**src/rtl/calc_sequencer.sv**
```systemverilog
// Calculator control FSM: key events -> operand capture, adder drive, display/overflow select, receiver clear.
// Latency: outputs are registered one cycle after each key; the result is sampled RES_LAT cycles after ENTER.
// Backpressure: none; keys arriving in WAIT are dropped. Subtraction is enabled by CALC_SEQ_SUB_EN.
module calc_sequencer #(
    parameter int unsigned RES_LAT   = 1,
    parameter int unsigned TIMEOUT   = 50_000_000,
    parameter int unsigned CLR_PULSE = 2
) (
    input  logic       clk,
    input  logic       rst_n,
    input  logic       key_vld_i,
    input  logic [3:0] key_code_i,
    input  logic [3:0] add_res_i,
    input  logic       add_cout_i,
    output logic [3:0] opa_o,
    output logic [3:0] opb_o,
    output logic       add_cin_o,
    output logic [3:0] disp_val_o,
    output logic       ovf_o,
    output logic       rx_clear_o,
    output logic [2:0] state_o
);

    localparam int unsigned LW = $clog2(RES_LAT + 1);
    localparam int unsigned TW = $clog2(TIMEOUT + 1);
    localparam int unsigned CW = (CLR_PULSE < 1) ? 1 : $clog2(CLR_PULSE + 1);

    typedef enum logic [2:0] {
        S_IDLE  = 3'd0,
        S_OP1   = 3'd1,
        S_OPSEL = 3'd2,
        S_OP2   = 3'd3,
        S_WAIT  = 3'd4,
        S_SHOW  = 3'd5
    } state_t;

    state_t          state_q, state_d;
    logic [3:0]      opa_q, opa_d, opb_q, opb_d, disp_q, disp_d;
    logic            cin_q, cin_d, ovf_q, ovf_d, sub_q, sub_d, rx_clear_q, rx_clear_d;
    logic [LW-1:0]   lat_q, lat_d;
    logic [TW-1:0]   tmo_q, tmo_d;
    logic [CW-1:0]   clr_cnt_q, clr_cnt_d;

    logic key_digit, key_enter, key_clear, key_plus, key_minus;
    logic tmo_armed, tmo_hit, clr_evt, lat_done;

    assign key_digit = key_vld_i && (key_code_i <= 4'd9);
    assign key_enter = key_vld_i && (key_code_i == 4'hA);
    assign key_clear = key_vld_i && (key_code_i == 4'hB);
    assign key_plus  = key_vld_i && (key_code_i == 4'hC);
`ifdef CALC_SEQ_SUB_EN
    assign key_minus = key_vld_i && (key_code_i == 4'hD);
`else
    assign key_minus = 1'b0;
`endif

    // The inactivity timer only runs while the user is mid-entry or looking at a result.
    assign tmo_armed = (state_q == S_OP1) || (state_q == S_OPSEL) ||
                       (state_q == S_OP2) || (state_q == S_SHOW);
    assign tmo_hit   = tmo_armed && !key_vld_i && (tmo_q == TW'(TIMEOUT - 1));
    assign clr_evt   = key_clear || tmo_hit;
    assign lat_done  = (state_q == S_WAIT) && (lat_q == LW'(RES_LAT - 1));

    always_ff @(posedge clk or negedge rst_n) begin
        if (!rst_n) state_q <= S_IDLE;
        else        state_q <= state_d;
    end

    always_comb begin
        state_d = state_q;
        if (clr_evt) begin
            state_d = S_IDLE;
        end else begin
            case (state_q)
                S_IDLE:  if (key_digit) state_d = S_OP1;
                S_OP1:   if (key_plus || key_minus) state_d = S_OPSEL;
                S_OPSEL: if (key_digit) state_d = S_OP2;
                S_OP2:   if (key_enter) state_d = S_WAIT;
                S_WAIT:  if (lat_done) state_d = S_SHOW;
                S_SHOW: begin
                    if (key_digit)                   state_d = S_OP1;
                    else if (key_plus || key_minus)  state_d = S_OPSEL;
                end
                default: state_d = S_IDLE;
            endcase
        end
    end

    always_comb begin
        opa_d  = opa_q;
        opb_d  = opb_q;
        cin_d  = cin_q;
        disp_d = disp_q;
        ovf_d  = ovf_q;
        sub_d  = sub_q;
        if (clr_evt) begin
            opa_d  = 4'd0;
            opb_d  = 4'd0;
            cin_d  = 1'b0;
            disp_d = 4'd0;
            ovf_d  = 1'b0;
            sub_d  = 1'b0;
        end else begin
            case (state_q)
                S_IDLE, S_OP1: begin
                    if (key_digit) begin
                        opa_d  = key_code_i;
                        disp_d = key_code_i;
                    end else if (state_q == S_OP1 && (key_plus || key_minus)) begin
                        sub_d = key_minus;
                    end
                end
                S_OPSEL, S_OP2: begin
                    // Subtraction is a + ~b + 1, so operand 2 is stored already inverted.
                    if (key_digit) begin
                        opb_d  = sub_q ? ~key_code_i : key_code_i;
                        disp_d = key_code_i;
                    end else if (state_q == S_OP2 && key_enter) begin
                        cin_d = sub_q;
                    end
                end
                S_WAIT: begin
                    if (lat_done) begin
                        disp_d = add_res_i;
                        ovf_d  = add_cout_i ^ sub_q;
                    end
                end
                S_SHOW: begin
                    if (key_digit) begin
                        opa_d  = key_code_i;
                        disp_d = key_code_i;
                        ovf_d  = 1'b0;
                    end else if (key_plus || key_minus) begin
                        opa_d = disp_q;
                        sub_d = key_minus;
                    end
                end
                default: ;
            endcase
        end

        lat_d = (state_q == S_WAIT) ? lat_q + LW'(1) : '0;
        tmo_d = (key_vld_i || clr_evt || !tmo_armed) ? '0 : tmo_q + TW'(1);

        if (clr_evt || (state_q == S_WAIT && state_d == S_SHOW)) clr_cnt_d = CW'(CLR_PULSE);
        else if (clr_cnt_q != '0)                                 clr_cnt_d = clr_cnt_q - CW'(1);
        else                                                      clr_cnt_d = '0;
        rx_clear_d = (clr_cnt_d != '0);
    end

    always_ff @(posedge clk or negedge rst_n) begin
        if (!rst_n) begin
            opa_q      <= 4'd0;
            opb_q      <= 4'd0;
            cin_q      <= 1'b0;
            disp_q     <= 4'd0;
            ovf_q      <= 1'b0;
            sub_q      <= 1'b0;
            lat_q      <= '0;
            tmo_q      <= '0;
            clr_cnt_q  <= '0;
            rx_clear_q <= 1'b1;
        end else begin
            opa_q      <= opa_d;
            opb_q      <= opb_d;
            cin_q      <= cin_d;
            disp_q     <= disp_d;
            ovf_q      <= ovf_d;
            sub_q      <= sub_d;
            lat_q      <= lat_d;
            tmo_q      <= tmo_d;
            clr_cnt_q  <= clr_cnt_d;
            rx_clear_q <= rx_clear_d;
        end
    end

    assign opa_o      = opa_q;
    assign opb_o      = opb_q;
    assign add_cin_o  = cin_q;
    assign disp_val_o = disp_q;
    assign ovf_o      = ovf_q;
    assign rx_clear_o = rx_clear_q;
    assign state_o    = state_q;

endmodule

```
**config.mk**
```make
export PLATFORM = sky130hd
export DESIGN_NAME = calc_sequencer
export DESIGN_NICKNAME = d
export VERILOG_FILES = /design/src/rtl/calc_sequencer.sv
export SDC_FILE = /design/constraint.sdc
export NUM_CORES = 1
export LEC_CHECK = 0
export BUFFER_PORTS_ARGS = -buffer_cell sky130_fd_sc_hd__buf_2
export CORE_ASPECT_RATIO = 0.9
export CORE_MARGIN = 1.5
export CORE_UTILIZATION = 40
export CTS_BUF_LIST = sky130_fd_sc_hd__clkbuf_8
export DETAILED_ROUTE_END_ITERATION = 16
export GPL_TIMING_DRIVEN = 1
export PLACE_DENSITY_LB_ADDON = 0.08
export SETUP_SLACK_MARGIN = 0.4
export SYNTH_ARGS = -nofsm -noshare
export SYNTH_HDL_FRONTEND = slang
export SYNTH_SLANG_ARGS = --single-unit
```
**constraint.sdc**
```tcl
create_clock -name clk -period 3.6 [get_ports clk]
set_input_delay 0.18 -clock clk [delete_from_list [all_inputs] [get_ports clk]]
set_output_delay 0.18 -clock clk [all_outputs]
set_load 0.02 [all_outputs]
```
## Word level (Yosys, flattened, before mapping)

Cells that the tools add are included.

- Flip-flop bits (word level): 48
- Word-level logic and storage cells: 113
- Input port bits: 12
- Output and inout bits: 18

- Reductions and logical operators: 37
- Order comparisons: 1
- Add/sub/neg operators: 3
- Bitwise gates (word level): 3
- Multiplexer cells: 38
- Equality and inequality tests: 20

Operators with widths:

| operator | count |
|---|---|
| $mux 4 | 10 |
| $add 26x1->26 const B | 1 |
| $eq 26x26->1 const B | 1 |
| $mux 26 | 1 |
| $mux 3 | 7 |
| $ne 3x3->1 const B | 7 |
| $pmux 3 s6 | 1 |
| $pmux 4 s2 | 2 |
| $mux 1 | 13 |
| $eq 4x4->1 const B | 3 |
| $reduce_and 3->1 | 4 |
| $logic_and 1x1->1 | 10 |
| $reduce_bool 2->1 | 5 |
| $eq 3x3->1 const B | 3 |
| $reduce_bool 3->1 | 3 |
| $logic_or 1x1->1 | 7 |
| $eq 3x2->1 const B | 2 |
| $reduce_and 5->1 | 1 |
| $reduce_or 5->1 | 1 |
| $le 4x4->1 const B | 1 |
| $mux 2 | 2 |
| $ne 4x4->1 const B | 1 |
| $not 4->4 | 1 |
| $pmux 1 s2 | 2 |
| other kinds (11) | 13 |

## Depth between registers and ports, before layout

Gate-level depths: netlist of the first run.

- Depth after elaboration: 13
- Depth in mapped cells: 7
- Mapped depth without buffers: 6

## Least setup slack after synthesis of the first run

Ideal clock, no wire load.

- Kind: register -> register
- From: reg tmo_q[7]
- To: reg state_q[2] (netlist: state_o[2])
- Required time: 3.480 ns
- Path buffers: 1
- Setup slack: 1.702 ns
- Setup time: 0.120 ns
- Cell stages (with the launch flop): 7
- Arrival: 1.777 ns
- Clock period less this slack: 1.898 ns
- Cell sequence: dfrtp_1 nor4b_1 nand4b_1 or4_4 o21ai_4 buf_6 nor2_1

- Word-level cells in the longest chain between the ends: 4

Ends and longest elaborated chain:

| item | line | RTL |
|---|---|---|
| start: declaration | 41 | `logic [TW-1:0] tmo_q, tmo_d;` |
| start signal: assignment | 171 | `tmo_q <= tmo_d;` |
| $eq 26x26->1 | 60 | `assign tmo_hit = tmo_armed && !key_vld_i && (tmo_q == TW'(TIMEOUT - 1));` |
| $logic_and 1x1->1 | 60 |  |
| $logic_or 1x1->1 | 61 | `assign clr_evt = key_clear \|\| tmo_hit;` |
| $mux 3 | 71 | `if (clr_evt) begin` |
| net state_d[2] | 37 | `state_t state_q, state_d;` |
| end signal: assignment | 66 | `else state_q <= state_d;` |
| end: declaration | 37 |  |

The timed path passes the listed nets, and every way through them passes these cells.
A chain may end at the register's enable or synchronous reset.

## Worst setup path after layout of the first run

- From: reg tmo_q[20]
- To: reg tmo_q[23]

- Word-level cells in the longest chain between the ends: 6
- Elaborated cells between the ends (all ways): 7
- Classes of those cells: 1 x add/sub; 1 x eq/ne; 1 x mux; 4 x reduce/logical

Ends and longest elaborated chain:

| item | line | RTL |
|---|---|---|
| branches (longest 5 deep; another with $add 26x1->26) | -- |  |
| $mux 26 (*) | 143 | `tmo_d = (key_vld_i \|\| clr_evt \|\| !tmo_armed) ? '0 : tmo_q + TW'(1);` |
| net tmo_d[23] | 41 |  |

Mark *: on every way through the listed nets, which the timed path passes.

==> metrics.sh, run 1 <==
WORST-ENDPOINT-REQUIRED_NS=3.74
GLOBALPLACE.CONGESTION=0.838
INTERNAL_POWER_mW=0.864
YS_TOP_CELLS_BY_AREA='sky130_fd_sc_hd__dfrtp_1, sky130_fd_sc_hd__xor2_1, sky130_fd_sc_hd__nor2_1'
MIN_PATH_TYPE='input pin to async pin'
LAYOUT.CORE_UTILIZATION=0.461
GRT_BUSIEST_LAYER='met1'
WORST-SETUP-PATH-TYPE='flip-flop to flip-flop'
YOSYS_WARNINGS=0
DIE_HEIGHT_UM=75.3
START_KIND='flip-flop'
VIA_COUNT=1799
OUTCOME='complete, no violations'
POSTCTSSETUPBUFFERS=0
POST_SYNTH_INST_COUNT=245
CTS_TREE='yes'
CTS.SINKS=46
ENDPOINT_KIND='flip-flop'
CRITICAL_PATH.MAX_STAGE_DELAY_NS=0.73
YS_ASYNC_SR_FRACTION=1.00
USE_MET2=0.221
GRT_USE_MET1=0.258
POST-ROUTE-MIN-PERIOD_NS=2.46
NUMBER_OF_H_TREE_LEVELS=2
CTS_RESIZED=0
CLK_ROOT_BUFFER_CELL='sky130_fd_sc_hd__clkbuf_8'
FIRST_GLOBAL_VIAS=1584
RSZ0062_AT_GRT='no'
TIMING.FMAX_MHz=407
SYNTH.AVG_CELL_AREA_UM2=9.48
CORE_REGION_AREA_UM2=5630
COMBPWRFRAC=0.272
DRV.MAX_CAP_VIOLATION_COUNT=0
CTS-BUFFERS-INSERTED=5
ANTENNA-DIODE-COUNT=0
WIRE_LENGTH_OF_THE_FIRST_GLOBAL_ROUTING_PASS_MM=8.12
GRT_RESIDUAL_OVERFLOW=0
SETUP-VIOLATIONS-FINAL=0
POWER.NET_SWITCHING_mW=0.479
CRITPATHARRIVALTIME_NS=2.59
TIMING_HOLD_VIOLATIONS_FINAL=0
HPWL_MM=3.31
WORST-PATH-MAX-FANOUT=25
SEQUENTIALPOWERSHARE=0.491
PWR_DENSITY_CELL_nW_PER_UM2=518
GLOBALROUTEMET3UTIL=0.0351
CRITICAL-PATH-TOP-DELAY-FAMILY='simple AND/OR/NAND/NOR gates'
SYNTHDOMINANTAREACELLTYPE='sky130_fd_sc_hd__dfrtp_1'
TIMING.CRITICAL_PATH.SLOWEST_STAGE_CELL='sky130_fd_sc_hd__nand2b_1'
SLEW_HEADROOM=0.309
NUM_IO_PINS=30
PROPORTION_OF_SYNTHESIZED_CHIP_AREA_IN_SEQUENTIAL_CELLS=0.496
PROPORTION_OF_LAYOUT_CELLS_WITH_A_DRIVE_SUFFIX_ABOVE_1=0.161
SYNTH_CELL_TYPES=46
FIN_WORST_SKEW_NS=0.0118
POSTSYNTHREGISTERBITS=46
DETAILEDROUTE.FIRSTITERATIONVIOLATIONS=126
ROUTE.DETAILED.WL_PER_INST_UM=14.2
PORT_BUFFER_COUNT=28
DIEAREA_UM2=6270
GRT.TOTAL_USAGE=0.163
LARGEST_NET_DEGREE_AT_THE_START_OF_GLOBAL_ROUTING=47
SYNTH.CELL_AREA_UM2=2320
POST-ROUTE-PERIOD-UTIL=0.682
POWER.SHARE.SWITCHING=0.357
SYNTH_NETS=258
INITIAL_UTILIZATION=0.413
FINISH.NET_COUNT=285
CRITPATHBUFINV=0
DRT-VIAS-PER-INSTANCE=5.24
POSTCTSHOLDBUFS=0
FINAL.FILL_COUNT=565
FINAL-MAX-SLEW-VIOLATION-COUNT=0
CRIT_CHAIN='nand3_2, or3_1, or4_4, nand2b_1, nor2_1'
WORST_PIN_SLEW_NS=1.04
POWER.CLOCK.FRACTION=0.236
SYNTH_TOP_CELLS_BY_COUNT='sky130_fd_sc_hd__nor2_1, sky130_fd_sc_hd__dfrtp_1, sky130_fd_sc_hd__nand2_1, sky130_fd_sc_hd__xor2_1, sky130_fd_sc_hd__nand3_1'
ROWS=26
SYNTH_ENABLE_FLOP_CELLS=0
DIE-WIDTH_UM=83.3
DETAILED_ROUTER_ITERATION_COUNT_BEFORE_ANTENNA_REPAIR=4
GRT_ANTENNA_BEFORE_REPAIR=0
YOSYSMOSTFREQUENTCELL='sky130_fd_sc_hd__nor2_1'
CLOCKBUFFERDEPTH=2
PATH_CLK_SLEW_NS=0.09
SYNTH-MAIN-FF-CELL='sky130_fd_sc_hd__dfrtp_1'
VDD.IR_DROP.WORST_V=0.000349
FINAL_ANTENNA_NET_COUNT=0
DRC=0
POSTROUTEWIRELENGTH_MM=4.87
POWER_LEAKAGE_nW=1.18
SYNTH_TOP_CELL_AREA_SHARE=0.485
TOTALNEGATIVESETUPSLACK_NS=0
SYN2LAYOUT_AREA_GROWTH_PCT=11.7
CLKLATENCYLATEPIN_NS=0.30
-- worst reg2reg max path, cell delays in order, from the launching register on --
cell and delay [ns]:
sky130_fd_sc_hd__dfrtp_1 0.41, sky130_fd_sc_hd__nand3_2 0.11, sky130_fd_sc_hd__or3_1 0.41, sky130_fd_sc_hd__or4_4 0.52
sky130_fd_sc_hd__nand2b_1 0.73, sky130_fd_sc_hd__nor2_1 0.13
-- cells in the final DEF, fill, tap and decap left out, types with 2 or more instances in the layout --
master,netlist,layout
sky130_fd_sc_hd__nor2_1,46,46
sky130_fd_sc_hd__dfrtp_1,45,45
sky130_fd_sc_hd__buf_2,0,28
sky130_fd_sc_hd__nand2_1,21,21
sky130_fd_sc_hd__xor2_1,20,20
sky130_fd_sc_hd__nand3_1,12,12
sky130_fd_sc_hd__inv_1,7,9
sky130_fd_sc_hd__a21oi_1,9,9
sky130_fd_sc_hd__nand4_1,7,7
sky130_fd_sc_hd__o22ai_1,7,7
sky130_fd_sc_hd__clkbuf_8,0,6
sky130_fd_sc_hd__nor4_1,5,5
sky130_fd_sc_hd__mux2i_1,5,5
sky130_fd_sc_hd__xnor2_1,4,4
sky130_fd_sc_hd__nor3_1,4,4
sky130_fd_sc_hd__nand2b_1,3,3
sky130_fd_sc_hd__or3_1,3,3
sky130_fd_sc_hd__nor4b_1,3,3
sky130_fd_sc_hd__nor2b_1,2,2
sky130_fd_sc_hd__nor3b_1,2,2
sky130_fd_sc_hd__o221ai_1,2,2
sky130_fd_sc_hd__o21ai_0,2,2
sky130_fd_sc_hd__and4_1,2,2
sky130_fd_sc_hd__nand3b_1,2,2
sky130_fd_sc_hd__a21o_1,2,2
sky130_fd_sc_hd__or2_2,2,2
sky130_fd_sc_hd__buf_4,4,2
-- routing by layer --
| layer | share of wire | up-vias |
|---|---|---|
| li1 | - | 895 |
| met1 | 0.56 | 871 |
| met2 | 0.41 | 29 |
| met3 | 0.028 | 4 |
| met4 | 0.0064 | 0 |
| met5 | 0 | - |
-- power by group through the flow --
| stage | Sequential [mW] | Combinational, mW | Clock, mW |
|---|---|---|---|
| CTS | 0.660 | 0.369 | 0.332 |
| global placement | 0.669 | 0.366 | 0 |
| global route | 0.670 | 0.402 | 0.355 |
| detailed placement | 0.669 | 0.367 | 0 |
| finish | 0.660 | 0.366 | 0.317 |
| floorplan | 0.730 | 0.193 | 0 |
-- logic make-up after synthesis --
| kind of cell | count (synthesis) | synth area share |
|---|---|---|
| flops | 46 | 0.496 |
| xor+xnor | 24 | 0.0905 |
| mux | 6 | 0.0264 |
| other cells | 1 | 0.00161 |
| fa+ha+maj | 1 | 0.00539 |
| compound gates | 30 | 0.0867 |
| buf+inv | 17 | 0.0377 |
| simple gates | 120 | 0.255 |
-- cell type report --
type | instances | area, um^2 | area share
clock inverter | 2 | 7.51 | 0.00289
timing repair buffer | 30 | 155 | 0.0598
inverter | 7 | 26.3 | 0.0101
sequential | 46 | 1150 | 0.444
multi-input combinational | 182 | 1080 | 0.417
clock buffer | 6 | 82.6 | 0.0318
tap | 70 | 87.6 | 0.0338
-- registers in the layout, indices dropped and copies added (netlist names) --
| register | count |
|---|---|
| clr_cnt_q | 2 |
| state_o | 3 |
| opa_o | 4 |
| lat_q | 1 |
| disp_val_o | 4 |
| rx_clear_o | 1 |
| tmo_q | 26 |
| ovf_o | 1 |
| opb_o | 4 |
-- per-stage QoR --
step / power (mW) / instance area (um^2) / setup WS, ns / std cells / hold WS [ns]
floorplan: 0.924 / 2320 / 1.70 / 245 / -0.116
global placement: 1.03 / 2500 / 1.16 / 335 / 0.430
detailed placement: 1.04 / 2500 / 1.17 / 335 / 0.434
CTS: 1.36 / 2590 / 1.11 / 343 / 0.108
global route: 1.43 / 2590 / 0.946 / 343 / 0.155
finish: 1.34 / 2590 / 1.14 / 343 / 0.0640
-- path summary, 6_finish.rpt --
check / slack [ns] / cells after the start / startpoint / end
setup / recovery: 1.14 / 5 / tmo_q[20]$_DFF_PN0_ / tmo_q[23]$_DFF_PN0_
hold / removal: 0.06 / 1 / rst_n / tmo_q[3]$_DFF_PN0_
setup reg to reg: 1.14 / 5 / tmo_q[20]$_DFF_PN0_ / tmo_q[23]$_DFF_PN0_
hold reg to reg: 0.44 / 1 / clr_cnt_q[0]$_DFF_PN0_ / clr_cnt_q[0]$_DFF_PN0_
max in group asynchronous: 2.89 / 1 / rst_n / lat_q$_DFF_PN0_
min in group clk: 0.16 / 3 / add_res_i[3] / disp_val_o[3]$_DFFE_PN0P_
Note: power is estimated with default switching activity, not from simulation.
==> inputs of run 2 (changes only) <==
--- a/config.mk
+++ b/config.mk
@@ -5,6 +5,7 @@
 export SDC_FILE = /design/constraint.sdc
 export NUM_CORES = 1
 export LEC_CHECK = 0
+export ABC_AREA = 1
 export BUFFER_PORTS_ARGS = -buffer_cell sky130_fd_sc_hd__buf_2
 export CORE_ASPECT_RATIO = 0.9
 export CORE_MARGIN = 1.5
==> constraint.sdc (replaced) <==
create_clock -name clk -period 2.2 [get_ports clk]
set_input_delay 0.11 -clock clk [delete_from_list [all_inputs] [get_ports clk]]
set_output_delay 0.11 -clock clk [all_outputs]
set_load 0.02 [all_outputs]
==> run 2 against run 1 <==
Wire length is 37% higher. Global-route usage is 3.5 points higher. First-iteration DRC count is 43% higher. Final area is 21% higher. Largest cell class is now multi-input combinational cells. Final cell count is 38% higher. Die area is 13% higher. Worst setup slack worse by 0.68 ns. Largest power group unchanged. Synthesized area is 13% higher. Worst hold slack better by 0.094 ns. Critical path type unchanged. Clock power is 68% higher.
==> metrics.sh, run 2 <==
POST_SYNTH_ADDER_CELL_AREA=0.00476  # -0.000626
YOSYS_WARNINGS=0  # unchanged
START_KIND='flip-flop'
FIRST_GLOBAL_VIAS=2259  # +43%
SHARE_OF_THE_SYNTHESIZED_NETLIST_AREA_TAKEN_BY_XOR_AND_XNOR_GATES=0.0500  # -0.0405
NUMBER_OF_H_TREE_LEVELS=2  # unchanged
HPWL_MM=4.71  # +42%
WORST-SETUP-PATH-TYPE='flip-flop to flip-flop'
SYNTH.AVG_CELL_AREA_UM2=7.68  # -19%
PORT_BUFFER_COUNT=28  # unchanged
GRT_RESIDUAL_OVERFLOW=0  # unchanged
VIA_COUNT=2384  # +33%
CRITPATHARRIVALTIME_NS=1.92  # -0.67 ns
ROWS=27  # +3.8%
SYNTH.CELL_AREA_UM2=2630  # +13%
YS_TOP_CELLS_BY_AREA='sky130_fd_sc_hd__dfrtp_1, sky130_fd_sc_hd__nand2_1, sky130_fd_sc_hd__nor2_1'
FINAL_CELLS=474  # +38%
PWR_DENSITY_CELL_nW_PER_UM2=740  # +43%
SYN2LAYOUT_AREA_GROWTH_PCT=19.8
SYNTH_NETS=355  # +38%
CORE_REGION_AREA_UM2=6220  # +10%
YS_ASYNC_SR_FRACTION=1.00  # unchanged
OUTCOME='complete, no violations'
SYNTH-MAIN-FF-CELL='sky130_fd_sc_hd__dfrtp_1'
POST-ROUTE-MIN-PERIOD_NS=1.74  # -0.721 ns
FINISH.NET_COUNT=399  # +40%
FINAL_ANTENNA_NET_COUNT=0  # unchanged
CTS_TREE='yes'
CLK_ROOT_BUFFER_CELL='sky130_fd_sc_hd__clkbuf_8'
DRC=0  # unchanged
DETAILED_ROUTER_ITERATION_COUNT_BEFORE_ANTENNA_REPAIR=6  # +2
YOSYS.AREA_SHARE.SIMPLE=0.355  # +0.0994
NUM_IO_PINS=30  # unchanged
FINAL-MAX-SLEW-VIOLATION-COUNT=0  # unchanged
SETUP-VIOLATIONS-FINAL=0  # unchanged
SYNTHDOMINANTAREACELLTYPE='sky130_fd_sc_hd__dfrtp_1'
LAYOUT_COMMONEST_CELL='sky130_fd_sc_hd__nand2_1'
PATH_COMMON_CELL='sky130_fd_sc_hd__nand2_2'
MIN_PATH_TYPE='input pin to flip-flop'
DETAILEDROUTE.FIRSTITERATIONVIOLATIONS=180  # +43%
SYNTH_COMPOUND_AREA_FRAC=0.0752  # -0.0115
LARGEST-REGISTER='tmo_q'
ENDPOINT_KIND='flip-flop'
PATH_CLK_SLEW_NS=0.09  # about the same
FIN_WORST_SKEW_NS=0.0122  # +0.000331 ns
P_TOTAL_mW=2.33  # +73%
SYNTH_TOP_CELLS_BY_COUNT='sky130_fd_sc_hd__nand2_1, sky130_fd_sc_hd__nor2_1, sky130_fd_sc_hd__dfrtp_1, sky130_fd_sc_hd__inv_1, sky130_fd_sc_hd__nand3_1'
TIMING_HOLD_VIOLATIONS_FINAL=0  # unchanged
VDD.IR_DROP.WORST_V=0.000459  # +32%
POST_SYNTHESIS_MUX_AREA_SHARE=0  # -0.0264
DRV.MAX_CAP_VIOLATION_COUNT=0  # unchanged
LARGEST_NET_DEGREE_AT_THE_START_OF_GLOBAL_ROUTING=27  # -43%
DRT-VIAS-PER-INSTANCE=5.03  # -4.1%
LARGEST_REG_FLOPS=26  # unchanged
CLOCKBUFFERDEPTH=2  # unchanged
SYNTH_TOP_CELL_AREA_SHARE=0.429  # -0.0563
POST-PLACE-CELLS=456  # +36%
TIMING.FMAX_MHz=576  # +42%
YOSYSMOSTFREQUENTCELL='sky130_fd_sc_hd__nand2_1'
LAYOUT_COMMON_CELLS='sky130_fd_sc_hd__nand2_1, sky130_fd_sc_hd__nor2_1, sky130_fd_sc_hd__dfrtp_1, sky130_fd_sc_hd__inv_1, sky130_fd_sc_hd__buf_2'
POWER_LEAKAGE_nW=1.40  # +19%
SYNTH_CELL_TYPES=34  # -26%
POSTROUTEWIRELENGTH_MM=6.66  # +37%
PROPORTION_OF_SYNTHESIZED_CHIP_AREA_IN_SEQUENTIAL_CELLS=0.439  # -0.0577
POST-ROUTE-PERIOD-UTIL=0.789  # +0.106
GRT_ANTENNA_BEFORE_REPAIR=0  # unchanged
POSTSYNTHREGISTERBITS=46  # unchanged
DIE-WIDTH_UM=88.4  # +6.1%
WORST-ENDPOINT-REQUIRED_NS=2.38  # -1.36 ns
WORST-PATH-MAX-FANOUT=13  # -48%
TIMING.CRITICAL_PATH.SLOWEST_STAGE_CELL='sky130_fd_sc_hd__dfrtp_1'
CTS-BUFFERS-INSERTED=5  # unchanged
INITIAL_UTILIZATION=0.423  # +0.0101
CTS.SINKS=46  # unchanged
POST_SYNTH_INST_COUNT=342  # +40%
SYNTH_ENABLE_FLOP_CELLS=0  # unchanged
WIRE_LENGTH_OF_THE_FIRST_GLOBAL_ROUTING_PASS_MM=10.7  # +32%
GLOBALPLACE.CONGESTION=0.850  # +1.4%
SLEW_HEADROOM=0.526  # +0.217
CLKLATENCYLATEPIN_NS=0.29  # about the same
WORST_PIN_SLEW_NS=0.711  # -0.326 ns
TOTALNEGATIVESETUPSLACK_NS=0  # unchanged
CRIT_CHAIN='ha_2, nand2_2, inv_2, nand2_2, nor3_4, nand3_4, nand2_8, inv_8, o211ai_1, nor2_1'
RSZ0062_AT_GRT='yes'
DIEAREA_UM2=7060  # +13%
ROUTE.DETAILED.WL_PER_INST_UM=14.0  # -1.1%
PROPORTION_OF_LAYOUT_CELLS_WITH_A_DRIVE_SUFFIX_ABOVE_1=0.204  # +0.0430
ANTENNA-DIODE-COUNT=0  # unchanged
SYNTH_TOP_FAMILY_BY_AREA='simple AND/OR/NAND/NOR gates'
DIE_HEIGHT_UM=79.9  # +6.1%
GRT.TOTAL_USAGE=0.198  # +0.0355
CRITICAL_PATH.MAX_STAGE_DELAY_NS=0.40  # -0.33 ns
==> run 2: changes by cell type in the layout (fill, tap and decap cells not counted), moves of 6 or more <==
cell	change
sky130_fd_sc_hd__nor3_1	+9
sky130_fd_sc_hd__inv_2	+6
sky130_fd_sc_hd__xor2_1	-11
sky130_fd_sc_hd__nand3_1	+14
sky130_fd_sc_hd__nand2_1	+57
sky130_fd_sc_hd__o22ai_1	-7
sky130_fd_sc_hd__nor2_1	+6
sky130_fd_sc_hd__o21ai_0	+13
sky130_fd_sc_hd__inv_1	+21
==> run 2: final timing paths <==
| path | startpoint | endpoint | slack, ns | cells after the start |
|---|---|---|---|---|
| max | tmo_q[0]$_DFF_PN0_ | tmo_q[3]$_DFF_PN0_ | 0.46 | 10 |
| min | add_res_i[0] | disp_val_o[0]$_DFFE_PN0P_ | 0.16 | 5 |
| max reg2reg | tmo_q[0]$_DFF_PN0_ | tmo_q[3]$_DFF_PN0_ | 0.46 | 10 |
| min reg2reg | clr_cnt_q[0]$_DFF_PN0_ | clr_cnt_q[0]$_DFF_PN0_ | 0.43 | 1 |
| max in group asynchronous | rst_n | state_o[1]$_DFF_PN0_ | 1.24 | 3 |
| min in group asynchronous | rst_n | tmo_q[12]$_DFF_PN0_ | 0.36 | 2 |
==> run 2: kinds of logic (layout without fill, tap and decap cells) <==
logic type	Yosys count	count (layout)
AND/OR/NAND/NOR	204	207
flip-flops	46	46
buffers and inverters	41	83
AO/OA/AOI/OAI	34	34
XOR/XNOR	15	15
adder cells (fa/ha/maj)	1	1
other	1	1
==> run 2: repair_timing <==
action / CTS / global route
cloned: 0 / 3
pin swaps: 1 / 7
buffers inserted: 2 / 4
resized for setup: 1 / 21
endpoints found under the hold margin: 23 / 0
hold buffers: 1 / 0
endpoints found under the setup margin: 27 / 43
==> run 2: worst max-delay path, delay by kind of cell (launching register included) <==
family / cells / cell delay, ns
simple gates: 6 / 0.74
buf+inv: 2 / 0.17
compound gates: 1 / 0.10
fa+ha+maj: 1 / 0.20
flops: 1 / 0.40
==> run 2: where the power goes <==
group	internal, mW	leakage [nW]	total (mW)	switching (mW)
combinational	0.248	0.732	0.737	0.489
sequential	0.966	0.615	1.06	0.0924
clock	0.250	0.0524	0.534	0.284
total	1.46	1.40	2.33	0.865
==> run 2: area by class of cell <==
type	instances	area (um^2)
Timing Repair Buffer	39	245
Multi-Input combinational cell	258	1410
Tap cell	87	109
Sequential cell	46	1150
Fill cell	655	3070
Clock inverter	2	8.76
Inverter	36	143
Clock buffer	6	82.6
==> run 2: routing by layer <==
| layer | GRT usage | part of all wire | vias to the layer above |
|---|---|---|---|
| li1 | - | - | 1205 |
| met1 | 0.320 | 0.53 | 1111 |
| met2 | 0.269 | 0.42 | 64 |
| met3 | 0.0414 | 0.037 | 4 |
| met4 | 0.0359 | 0.0074 | 0 |
| met5 | 0 | 0 | - |
==> run 2: through the flow <==
stage	hold slack (ns)	instance area, um^2	utilization	setup slack, ns
2_1_floorplan	-0.186	2630	-	0.608
3_3_place_gp	0.152	2850	0.458	0.419
5_1_grt	0.168	3150	0.506	0.335
3_5_place_dp	0.152	2850	0.458	0.370
4_1_cts	0.153	2980	0.479	0.414
6_report	0.158	3150	0.506	0.465
==> inputs of run 3 (changes only) <==
==> constraint.sdc (replaced) <==
create_clock -name clk -period 1.5 [get_ports clk]
set_input_delay 0.075 -clock clk [delete_from_list [all_inputs] [get_ports clk]]
set_output_delay 0.075 -clock clk [all_outputs]
set_load 0.02 [all_outputs]
==> run 3 against run 2 <==
Sequential share of layout area decreased by 8.0 points. Critical endpoint unchanged. Largest power group unchanged. Sequential power is 45% higher. Maximum frequency is 5.4% higher. Worst setup slack lost 0.61 ns. Final area increased by 28%. Core utilization rose by 14 points. The run now ends with setup timing left.
==> metrics.sh, run 3 (synthesis gave the netlist of run 2 again) <==
OUTCOME='finished, violations left'
VIOLATIONS='setup timing'
LARGEST-REGISTER='tmo_q'
TIMING.FMAX_MHz=608  # +5.4%
LARGEST_NET_DEGREE_AT_THE_START_OF_GLOBAL_ROUTING=25  # -7.4%
POST-PLACE-CELLS=523  # +15%
GRT_RESIDUAL_OVERFLOW=0  # unchanged
FIN_WORST_SKEW_NS=0.00584  # -0.00634 ns
CRITICAL-PATH-TOP-DELAY-FAMILY='simple AND/OR/NAND/NOR gates'
NUMBER_OF_H_TREE_LEVELS=2  # unchanged
GRT_ANTENNA_BEFORE_REPAIR=0  # unchanged
FINAL_CELLS=544  # +15%
POST-ROUTE-MIN-PERIOD_NS=1.65  # -0.0896 ns
HPWL_MM=5.13  # +8.8%
CRITPATHARRIVALTIME_NS=1.84  # -0.08 ns
DETAILED_ROUTER_ITERATION_COUNT_BEFORE_ANTENNA_REPAIR=4  # -2
ROUTE.DETAILED.WL_PER_INST_UM=13.6  # -3.3%
INITIAL_UTILIZATION=0.423  # unchanged
GLOBALROUTEMET3UTIL=0.0445  # +0.00310
WORST-ENDPOINT-REQUIRED_NS=1.70  # -0.68 ns
ANTENNA-DIODE-COUNT=0  # unchanged
TIMING.CRITICAL_PATH.SLOWEST_STAGE_CELL='sky130_fd_sc_hd__dfrtp_1'
GRT_USE_MET1=0.346  # +0.0266
MIN_PATH_TYPE='input pin to flip-flop'
DIEAREA_UM2=7060  # unchanged
FINAL.FILL_COUNT=555  # -15%
CLOCKBUFFERDEPTH=2  # unchanged
PROPORTION_OF_LAYOUT_CELLS_WITH_A_DRIVE_SUFFIX_ABOVE_1=0.440  # +0.236
CRITICAL_PATH.MAX_STAGE_DELAY_NS=0.37  # -0.03 ns
FIRST_GLOBAL_VIAS=2566  # +14%
DIE-WIDTH_UM=88.4  # unchanged
FINISH.NET_COUNT=469  # +18%
RSZ0062_AT_GRT='yes'
DIE_HEIGHT_UM=79.9  # unchanged
GRT.TOTAL_USAGE=0.228  # +0.0300
VIA_COUNT=2662  # +12%
LAYOUT_COMMONEST_CELL='sky130_fd_sc_hd__nand2_1'
USE_MET2=0.332  # +0.0634
START_KIND='flip-flop'
LAYOUT_COMMON_CELLS='sky130_fd_sc_hd__nand2_1, sky130_fd_sc_hd__buf_4, sky130_fd_sc_hd__dfrtp_1, sky130_fd_sc_hd__nor2_1, sky130_fd_sc_hd__inv_1'
SYN2LAYOUT_AREA_GROWTH_PCT=53.5
FINALHOLDWORSTSLACK_NS=0.118  # -0.0397 ns
SEQUENTIALPOWERSHARE=0.397  # -0.057
FINAL-MAX-SLEW-VIOLATION-COUNT=0  # unchanged
POST-ROUTE-PERIOD-UTIL=1.10  # +0.308
GLOBALPLACE.CONGESTION=0.856  # +0.69%
INTERNAL_POWER_mW=2.41  # +64%
CRITPATHBUFINV=3  # +1
FINAL_ANTENNA_NET_COUNT=0  # unchanged
CTS_TREE='yes'
PORT_BUFFER_COUNT=28  # unchanged
CLKLATENCYLATEPIN_NS=0.30  # about the same
PATH_CLK_SLEW_NS=0.09  # about the same
WORST-SETUP-PATH-TYPE='flip-flop to flip-flop'
POWER.SHARE.SWITCHING=0.382  # +0.00997
LARGEST_REG_FLOPS=26  # unchanged
ROWS=27  # unchanged
POWER.NET_SWITCHING_mW=1.48  # +72%
TIMING_HOLD_VIOLATIONS_FINAL=0  # unchanged
PWR_DENSITY_CELL_nW_PER_UM2=965  # +30%
DRV.MAX_CAP_VIOLATION_COUNT=0  # unchanged
DRC=0  # unchanged
WIRE_LENGTH_OF_THE_FIRST_GLOBAL_ROUTING_PASS_MM=12.3  # +15%
POSTROUTEWIRELENGTH_MM=7.39  # +11%
DRT-VIAS-PER-INSTANCE=4.89  # -2.7%
COMBPWRFRAC=0.395  # +0.079
LAYOUT.CORE_UTILIZATION=0.649  # +0.143
GRT_BUSIEST_LAYER='met1'
POWER.CLOCK.FRACTION=0.208  # -0.021
CRIT_CHAIN='ha_2, nand2_2, inv_2, nand2_4, nor3_4, nand3_4, nand2_8, buf_6, inv_8, o211ai_1, nor2_1'
CLK_ROOT_BUFFER_CELL='sky130_fd_sc_hd__clkbuf_8'
POWER_LEAKAGE_nW=1.89  # +35%
SETUP-VIOLATIONS-FINAL=45  # +45
CTS-BUFFERS-INSERTED=5  # unchanged
WORST-PATH-MAX-FANOUT=6  # -7
CORE_REGION_AREA_UM2=6220  # unchanged
CTS.SINKS=46  # unchanged
NUM_IO_PINS=30  # unchanged
SETUP_WS_NS=-0.146  # -0.610 ns
ENDPOINT_KIND='flip-flop'
VDD.IR_DROP.WORST_V=0.000565  # +23%
DETAILEDROUTE.FIRSTITERATIONVIOLATIONS=169  # -6.1%
-- run 3: changes by cell type in the layout (fill, tap and decap cells not counted), sizes merged --
cell / delta
buf: +69
clkinvlp: +2
inv: -1
-- run 3: repair_timing --
action                                  CTS  global route
hold endpoints to repair                 45             0
hold buffers                              1             0
endpoints found under the setup margin   47            49
pin swaps                                 7            20
cloned                                    4             0
resized for setup                        39            64
buffers inserted                          4             4
-- run 3: area by class of cell --
cell class / instances / area, um^2 / area share
multi-input combinational: 258 / 1710 / 0.423
timing repair inverter: 1 / 11.3 / 0.00279
inverter: 36 / 151 / 0.0375
tap: 87 / 109 / 0.0270
clock buffer: 6 / 82.6 / 0.0205
timing repair buffer: 108 / 808 / 0.200
clock inverter: 2 / 12.5 / 0.00310
sequential: 46 / 1150 / 0.286
-- run 3: final timing paths --
check | slack [ns] | endpoint | start | cells after the start
setup / recovery | -0.15 | tmo_q[3]$_DFF_PN0_ | tmo_q[1]$_DFF_PN0_ | 11
hold / removal | 0.12 | ovf_o$_DFFE_PN0P_ | add_cout_i | 5
setup reg to reg | -0.15 | tmo_q[3]$_DFF_PN0_ | tmo_q[1]$_DFF_PN0_ | 11
hold reg to reg | 0.46 | clr_cnt_q[0]$_DFF_PN0_ | clr_cnt_q[0]$_DFF_PN0_ | 1
max in group asynchronous | 0.94 | rx_clear_o$_DFF_PN1_ | rst_n | 3
min in group asynchronous | 0.28 | clr_cnt_q[0]$_DFF_PN0_ | rst_n | 3
-- run 3: worst register-to-register path, stage by stage (launching register included) --
cell and delay [ns]:
sky130_fd_sc_hd__dfrtp_1 0.37, sky130_fd_sc_hd__ha_2 0.19, sky130_fd_sc_hd__nand2_2 0.07, sky130_fd_sc_hd__inv_2 0.08
sky130_fd_sc_hd__nand2_4 0.05, sky130_fd_sc_hd__nor3_4 0.17, sky130_fd_sc_hd__nand3_4 0.15, sky130_fd_sc_hd__nand2_8 0.16
sky130_fd_sc_hd__buf_6 0.14, sky130_fd_sc_hd__inv_8 0.04, sky130_fd_sc_hd__o211ai_1 0.07, sky130_fd_sc_hd__nor2_1 0.06
-- run 3: routing by layer --
layer | vias up | routed length [um]
met2 | 54 | 3260
met1 | 1257 | 3730
met5 | - | 0
met4 | 0 | 54
met3 | 6 | 346
li1 | 1345 | -
-- run 3: through the flow --
step	worst slack [ns]	power (mW)	TNS, ns	instance area, um^2
after floorplan	-0.0758	2.28	-1.62	2650
after global placement	-0.102	2.75	-2.64	3380
after detailed placement	-0.168	2.76	-6.30	3380
after CTS	-0.130	3.76	-3.33	3730
after global routing	-0.245	4.13	-8.28	4030
final	-0.146	3.89	-4.54	4030
-- run 3: power by group through the flow --
stage | clock [mW] | sequential [mW] | combinational [mW]
2_1_floorplan | 0 | 1.75 | 0.525
3_3_place_gp | 0 | 1.55 | 1.19
3_5_place_dp | 0 | 1.55 | 1.21
4_1_cts | 0.839 | 1.53 | 1.38
5_1_grt | 0.889 | 1.57 | 1.67
6_report | 0.810 | 1.54 | 1.53
